--- src/rtl/rv32_pkg.sv ---
// Shared RV32I decode definitions: major opcodes and the immediate format tag.
package rv32_pkg;

  localparam logic [6:0] OP_LOAD   = 7'b0000011;
  localparam logic [6:0] OP_IMM    = 7'b0010011;
  localparam logic [6:0] OP_JALR   = 7'b1100111;
  localparam logic [6:0] OP_SYSTEM = 7'b1110011;
  localparam logic [6:0] OP_STORE  = 7'b0100011;
  localparam logic [6:0] OP_BRANCH = 7'b1100011;
  localparam logic [6:0] OP_LUI    = 7'b0110111;
  localparam logic [6:0] OP_AUIPC  = 7'b0010111;
  localparam logic [6:0] OP_JAL    = 7'b1101111;

  // funct3 values of the OP-IMM shift instructions (slli / srli / srai)
  localparam logic [2:0] F3_SLL = 3'b001;
  localparam logic [2:0] F3_SRL = 3'b101;

  typedef enum logic [2:0] {
    IMM_NONE = 3'd0,
    IMM_I    = 3'd1,
    IMM_S    = 3'd2,
    IMM_B    = 3'd3,
    IMM_U    = 3'd4,
    IMM_J    = 3'd5
  } imm_type_e;

endpackage

--- src/rtl/imm_decode.sv ---
// Combinational opcode classifier and immediate assembly for RV32I.
module imm_decode
  import rv32_pkg::*;
(
  input  logic [31:0] instr,
  output logic [31:0] immediate,
  output imm_type_e   imm_type
);

  logic [6:0] opcode;
  logic [2:0] funct3;
  logic       sign;

  assign opcode = instr[6:0];
  assign funct3 = instr[14:12];
  assign sign   = instr[31];

  // Classify the opcode and assemble the sign-extended immediate for that format.
  always_comb begin
    immediate = '0;
    imm_type  = IMM_NONE;
    case (opcode)
      OP_LOAD, OP_JALR, OP_SYSTEM: begin
        imm_type  = IMM_I;
        immediate = {{20{sign}}, instr[31:20]};
      end
      OP_IMM: begin
        imm_type = IMM_I;
        // Shifts carry only a 5-bit shamt; funct7 bits are not part of the value.
        if (funct3 == F3_SLL || funct3 == F3_SRL)
          immediate = {27'd0, instr[24:20]};
        else
          immediate = {{20{sign}}, instr[31:20]};
      end
      OP_STORE: begin
        imm_type  = IMM_S;
        immediate = {{20{sign}}, instr[31:25], instr[11:7]};
      end
      OP_BRANCH: begin
        imm_type  = IMM_B;
        immediate = {{19{sign}}, instr[31], instr[7], instr[30:25], instr[11:8], 1'b0};
      end
      OP_LUI, OP_AUIPC: begin
        imm_type  = IMM_U;
        immediate = {instr[31:12], 12'h000};
      end
      OP_JAL: begin
        imm_type  = IMM_J;
        immediate = {{11{sign}}, instr[31], instr[19:12], instr[20], instr[30:21], 1'b0};
      end
      default: begin
        immediate = '0;
        imm_type  = IMM_NONE;
      end
    endcase
  end

endmodule

--- src/rtl/imm_extender.sv ---
// RV32I immediate generator: same-cycle immediate plus a stallable pipeline copy.
module imm_extender
  import rv32_pkg::*;
(
  input  logic        clk,
  input  logic        rst,
  input  logic [31:0] instr,
  input  logic        stall,
  output logic [31:0] immediate,
  output logic [2:0]  imm_type,
  output logic [31:0] immediate_q,
  output logic [2:0]  imm_type_q
);

  imm_type_e   type_comb;
  imm_type_e   type_reg;
  logic [31:0] imm_reg;

  imm_decode u_decode (
    .instr     (instr),
    .immediate (immediate),
    .imm_type  (type_comb)
  );

  assign imm_type    = type_comb;
  assign immediate_q = imm_reg;
  assign imm_type_q  = type_reg;

  // Decode/execute pipeline copy: reset clears, stall holds, otherwise capture.
  always_ff @(posedge clk or posedge rst) begin
    if (rst) begin
      imm_reg  <= '0;
      type_reg <= IMM_NONE;
    end else if (!stall) begin
      imm_reg  <= immediate;
      type_reg <= type_comb;
    end
  end

endmodule

--- config.mk ---
export PLATFORM = sky130hd
export DESIGN_NAME = imm_extender
export DESIGN_NICKNAME = d
export VERILOG_FILES = /design/src/rtl/rv32_pkg.sv /design/src/rtl/imm_decode.sv /design/src/rtl/imm_extender.sv
export SDC_FILE = /design/constraint.sdc
export NUM_CORES = 1
export LEC_CHECK = 0
export BUFFER_PORTS_ARGS = -buffer_cell sky130_fd_sc_hd__clkbuf_2
export CAP_MARGIN = 20
export CORE_MARGIN = 3
export CORE_UTILIZATION = 45
export CTS_BUF_LIST = sky130_fd_sc_hd__clkbuf_4 sky130_fd_sc_hd__clkbuf_8
export DETAILED_ROUTE_END_ITERATION = 6
export GPL_ROUTABILITY_DRIVEN = 0
export PLACE_DENSITY = 0.77
export SETUP_SLACK_MARGIN = 0.1
export SYNTH_ARGS = -nofsm -noshare
export SYNTH_HDL_FRONTEND = slang
export SYNTH_SLANG_ARGS = --single-unit
--- constraint.sdc ---
create_clock -name clk -period 4.6 [get_ports clk]
set_clock_uncertainty 0.2 [all_clocks]
set_input_delay 0.92 -clock clk [delete_from_list [all_inputs] [get_ports clk]]
set_output_delay 0.92 -clock clk [all_outputs]
set_load 0.02 [all_outputs]
==> results of run 1 <==
[metal layers]
metal / share of wire (%) / wire [um] / up-vias
met3: 7.9 / 550 / 8
li1: - / - / 1255
met5: 0 / 0 / -
met2: 46 / 3190 / 118
met4: 0.75 / 52 / 0
met1: 45 / 3130 / 1225
[where the power goes]
part           internal (uW)  leakage [uW]  switching (uW)
combinational           56.6      0.000995             117
clock                    118     0.0000491             110
sequential               325      0.000461            10.1
[state kept, by name (all words and copies together) (netlist names)]
register / count
immediate_q: 32
imm_type_q: 3
[cells by family (layout without fill, tap and decap cells)]
| group | after synthesis | after routing | synth area share [%] |
|---|---|---|---|
| flops | 35 | 35 | 37.7 |
| compound gates | 121 | 121 | 33.0 |
| xor+xnor | 1 | 1 | 0.377 |
| simple gates | 95 | 95 | 20.7 |
| mux | 3 | 3 | 1.40 |
| buf+inv | 36 | 126 | 6.89 |
[cells in the final DEF (no fill, tap or decap), types with 2 or more instances in the layout]
cell	instances
nand3_1	18
a31oi_1	9
o21ai_0	14
or2_2	3
dfrtp_1	35
a41o_1	4
clkbuf_2	104
nand2_2	2
a211oi_1	22
nand2_1	28
nor2_1	22
a32o_1	4
clkbuf_4	2
nor3_1	4
buf_4	7
and2_1	2
a21boi_0	6
o21bai_1	2
mux2_2	2
nor2b_1	2
clkbuf_8	5
nand4_1	7
inv_1	7
nor4_4	2
a21oi_1	50
[area by class of cell]
class | instances | area share, %
multi-input cells | 220 | 44.1
flip-flops and latches | 35 | 29.7
repair buffers | 111 | 19.4
clock buffers | 7 | 2.84
well taps | 67 | 2.84
inverters | 7 | 0.891
clock inverters | 1 | 0.170
[worst min-delay path: stages (launching register included)]
cell,delay [ns]
dfrtp_1,0.35
nand2_1,0.04
o21ai_0,0.06
[stage by stage]
stage	worst slack [ns]	utilization [%]
final	0.801	60.9
after global routing	0.638	60.9
after CTS	0.809	60.9
after detailed placement	0.837	59.0
after global placement	0.869	59.0
after floorplan	1.14	-
[final timing paths]
| check | startpoint | to | slack [ns] | cells after the start |
|---|---|---|---|---|
| max | instr[2] | immediate[22] | 0.80 | 6 |
| min | imm_type_q[1] | imm_type_q[1] | 0.29 | 2 |
| max reg2reg | immediate_q[4] | immediate_q[4] | 3.51 | 3 |
| min reg2reg | imm_type_q[1] | imm_type_q[1] | 0.29 | 2 |
| max in group asynchronous | rst | immediate_q[16] | 3.35 | 3 |
| min in group asynchronous | rst | immediate_q[14] | 0.52 | 3 |
==> impl_metrics.tcl, run 1 <==
set metrics [dict create \
    crit_buf_inv 3 \
    required_ns 3.48 \
    multi_input_area_um2 1300 \
    worstPathMaxFanout 17 \
    p_leak_uw 0.00150 \
    synthesis.area_um2 2320 \
    timing_worst_setup_path_type "in -> out" \
    period_needed_ns 3.80 \
    num_io_pins 105 \
    routed_wl_um 6930 \
    portBuffers 104 \
    ys_ff_latch 35 \
    dp_hpwl_um 4860 \
    start_util_pct 47.9 \
    drt-initial-drc-count 202 \
    clk_pin_slew_ns 0.07 \
    critical_path.top_delay_family "compound AO/OA/AOI/OAI gates" \
    cpMostUsedCell "clkbuf_2" \
    syn-num-nets 326 \
    hp-class "reg -> reg" \
    antenna_cells 0 \
    synthTopCellsByCount "a21oi_1 (50), dfrtp_1 (35), nand2_1 (28), a211oi_1 (22), nor2_1 (22)" \
    use_met1_pct 31.5 \
    grt_busiest_layer "met2" \
    clk_latency_ns 0.28 \
    yosys-top-cells-area "dfrtp_1 (38%), a21oi_1 (11%), a211oi_1 (7.1%)" \
    ys.flop_type "dfrtp_1" \
    cts_tree "built" \
    drt_drc_violations_left 0 \
    htreeDepth 2 \
    drv_cap 0 \
    power_uw 737 \
    path_cells "clkbuf_2, and4bb_2, a22oi_2, buf_4, a21oi_1, clkbuf_2" \
    synth_seq_area_share_pct 37.7 \
    syn_avg_cell_area_um2 7.99 \
    whs_ns 0.285 \
    synth_top_area_share_pct 37.7 \
    drive_above_1_share_pct 34.4 \
    slew_violations 0 \
    worstSetupEndpointType "primary output" \
    crit_path_start_kind "input port" \
    async_reset_ff_share_pct 100 \
    grt_max_degree 55 \
    clock-root-buffer "clkbuf_8" \
    cts_setup_buffers 0 \
    clk_path_buf_depth 2 \
    setup_tns_ns 0 \
    chipHeight_um 77.9 \
    grt_overflow 0 \
    ctsResizeCount 0 \
    fin_area_um2 2950 \
    max_clock_freq_mhz 263 \
    finalSetupViolations 0 \
    max_slew.worst_pin.slew_ns 0.771 \
    p_per_area_nw_per_um2 250 \
    syn_to_final_growth_pct 26.9 \
    avgRoutedWirePerCell_um 15.5 \
    final_hold_viol_count 0 \
    place_area_um2 2860 \
    synth_edf_count 0 \
    syn_inst 291 \
    nets 415 \
    die_area_um2 6060 \
    period_share_pct 82.6 \
    stdcell_count 448 \
    final_antenna_net_count 0 \
    placedCellCount 440 \
    first_global_vias 2287 \
    gr-usage-met3_pct 4.76 \
    antenna_found_initial 0 \
    arrival_ns 2.68 \
    clkSinkCount 35 \
    slew_headroom_pct 48.6 \
    rows 25 \
    critPathMaxStageDelay_ns 0.64 \
    peakVddDrop_v 0.000112 \
    num_vias 2606 \
    grt_pass1_wl_um 11200 \
    synth.distinct_cells 43 \
    yosysWarnings 0 \
    status "finished clean" \
    cts_buffers 5 \
    drt-pass1-iter-count 4 \
    grt_setup_unrepaired "no" \
    die_w_um 77.9 \
    regArea_um2 876 \
    via_per_inst 5.82 \
    yosysTopAreaCell "dfrtp_1" \
    gr-usage-met2_pct 36.6 \
    yosys.cell_count.top_type "a21oi_1" \
    grt_usage_pct 22.7 \
    nFillCells 452 \
    cts_hold_buffers 0 \
    critPathSlowestCell "a22oi_2" \
    coreArea_um2 4850 \
]
(Power assumes the default switching activity.)
==> inputs of run 2 (changes only) <==
- clock period: 4.6 -> 3.8 ns (I/O delays scaled with it)
==> run 2 against run 1 <==
  * Die area unchanged
  * Sequential power is 21% higher
  * Hold slack improved by 0.016 ns
  * Clock power increased by 14%
==> impl_metrics.tcl, run 2 (synthesis results as in run 1) <==
set metrics [dict create \
    grt_pass1_wl_um 12200 \
    setup_tns_ns 0 \
    chipHeight_um 77.9 \
    htreeDepth 2 \
    worstSetupEndpointType "primary output" \
    num_vias 2623 \
    r2r_setup_slack_ns 2.74 \
    hold_path_depth 2 \
    peakVddDrop_v 0.000148 \
    period_share_pct 92.9 \
    final_hold_viol_count 0 \
    path_cells "clkbuf_2, or2_2, o21ai_0, a22oi_2, a21boi_0, clkbuf_2" \
    drt_drc_violations_left 0 \
    drt-initial-drc-count 268 \
    cpMostUsedCell "clkbuf_2" \
    period_needed_ns 3.53 \
    start_util_pct 47.9 \
    cts_tree "built" \
    max_slew.worst_pin.slew_ns 0.763 \
    antenna_cells 0 \
    via_per_inst 5.84 \
    clock-root-buffer "clkbuf_8" \
    rr_worst_depth 3 \
    timing_worst_setup_path_type "in -> out" \
    layout_common_cells "clkbuf_2 (104), a21oi_1 (50), dfrtp_1 (35), nand2_1 (28)" \
    worstReg2RegStart "immediate_q[4]" \
    routed_wl_um 7250 \
    die_w_um 77.9 \
    slew_headroom_pct 49.1 \
    final_antenna_net_count 0 \
    cp-startpoint "instr[6]" \
    first_global_vias 2472 \
    preCtsSetupSlack_ns 0.0962 \
    num_io_pins 105 \
    worstPathMaxFanout 15 \
    r2r-end "immediate_q[4]" \
    rows 25 \
    finalSetupViolations 0 \
    crit_path_start_kind "input port" \
    grt_usage_pct 24.6 \
    antenna_found_initial 0 \
    coreArea_um2 4850 \
    grt_max_degree 55 \
    required_ns 2.84 \
    clk_pin_slew_ns 0.07 \
    dp_hpwl_um 4960 \
    nFillCells 451 \
    syn_to_final_growth_pct 27.8 \
    arrival_ns 2.57 \
    crit_path_end "immediate[7]" \
    clkSinkCount 35 \
    die_area_um2 6060 \
    final_common_cell "clkbuf_2" \
    p_per_area_nw_per_um2 296 \
    clk_latency_ns 0.28 \
    cts_buffers 5 \
    drt-pass1-iter-count 4 \
    avgRoutedWirePerCell_um 16.1 \
    status "finished clean" \
    worst_slack_ns 0.268 \
    slew_violations 0 \
    drv_cap 0 \
    largest_reg_flops 32 \
    clk_path_buf_depth 2 \
    critPathSlowestCell "o21ai_0" \
    grt_overflow 0 \
    portBuffers 104 \
    nets 416 \
    max_clock_freq_mhz 283 \
    critPathMaxStageDelay_ns 0.41 \
    drive_above_1_share_pct 34.6 \
    p_leak_uw 0.00151 \
    hp-class "reg -> reg" \
    grt_setup_unrepaired "no" \
]
[run 2: changes by cell type in the layout (fill, tap and decap cells not counted)]
| cell | previous run | this run |
|---|---|---|
| buf_4 | 7 | 6 |
| a22oi_2 | 1 | 2 |
| clkbuf_4 | 2 | 0 |
| clkinv_2 | 1 | 3 |
| buf_12 | 0 | 1 |
[run 2: how the worst min path moves through the flow]
| stage | startpoint | to | slack, ns |
|---|---|---|---|
| after global placement | imm_type_q[0] | imm_type_q[0] | 0.27 |
| final | imm_type_q[1] | imm_type_q[1] | 0.30 |
| after floorplan | imm_type_q[1] | imm_type_q[1] | 0.39 |
| after detailed placement | imm_type_q[0] | imm_type_q[0] | 0.28 |
| after CTS | imm_type_q[0] | imm_type_q[0] | 0.30 |
| after global routing | immediate_q[6] | immediate_q[6] | 0.34 |
[run 2: what timing repair did]
| action | 4_1_cts | 5_1_grt |
|---|---|---|
| setup endpoints to repair | 1 | 3 |
| hold buffers | 0 | 0 |
| pin swaps | 1 | 0 |
| resized for setup | 0 | 1 |
| cloned | 1 | 0 |
| buffers inserted | 0 | 0 |
[run 2: per-layer routing]
metal / share of wire, % / global-route usage (%) / vias up
met4: 1.7 / 7.12 / 0
met2: 46 / 38.0 / 117
met3: 8.2 / 5.22 / 15
li1: - / - / 1259
met1: 45 / 34.5 / 1232
met5: 0 / 0 / -
[run 2: power by group]
part	total (uW)	switching (uW)	internal, uW	leakage [uW]
Sequential	406	12.6	393	0.000461
Combinational	213	144	69.3	0.000999
Clock	261	135	125	0.0000477
[run 2: final cells by class]
cell class,count,area [um^2],share of cell area [%]
Clock inverter,3,15.0,0.505
Inverter,7,26.3,0.885
Sequential cell,35,876,29.5
Clock buffer,5,68.8,2.32
Tap cell,67,83.8,2.82
Multi-Input combinational cell,221,1320,44.3
Timing Repair Buffer,111,586,19.7
[run 2: critical path, delay by kind of cell]
kind                   cells  cell delay (ns)
and+or+nand+nor            1             0.34
buffers and inverters      2             0.39
AOI/OAI and AO/OA          3             1.07
[run 2: per-stage QoR]
| stage | hold WS (ns) | utilization, % | instances | cell area, um^2 | power [uW] |
|---|---|---|---|---|---|
| 4_1_cts | 0.301 | 61.2 | 449 | 2970 | 885 |
| 2_1_floorplan | 0.390 | - | 291 | 2320 | 541 |
| 3_5_place_dp | 0.280 | 59.3 | 440 | 2870 | 622 |
| 6_report | 0.301 | 61.3 | 449 | 2970 | 880 |
| 5_1_grt | 0.340 | 61.3 | 449 | 2970 | 924 |
| 3_3_place_gp | 0.274 | 59.3 | 440 | 2870 | 619 |
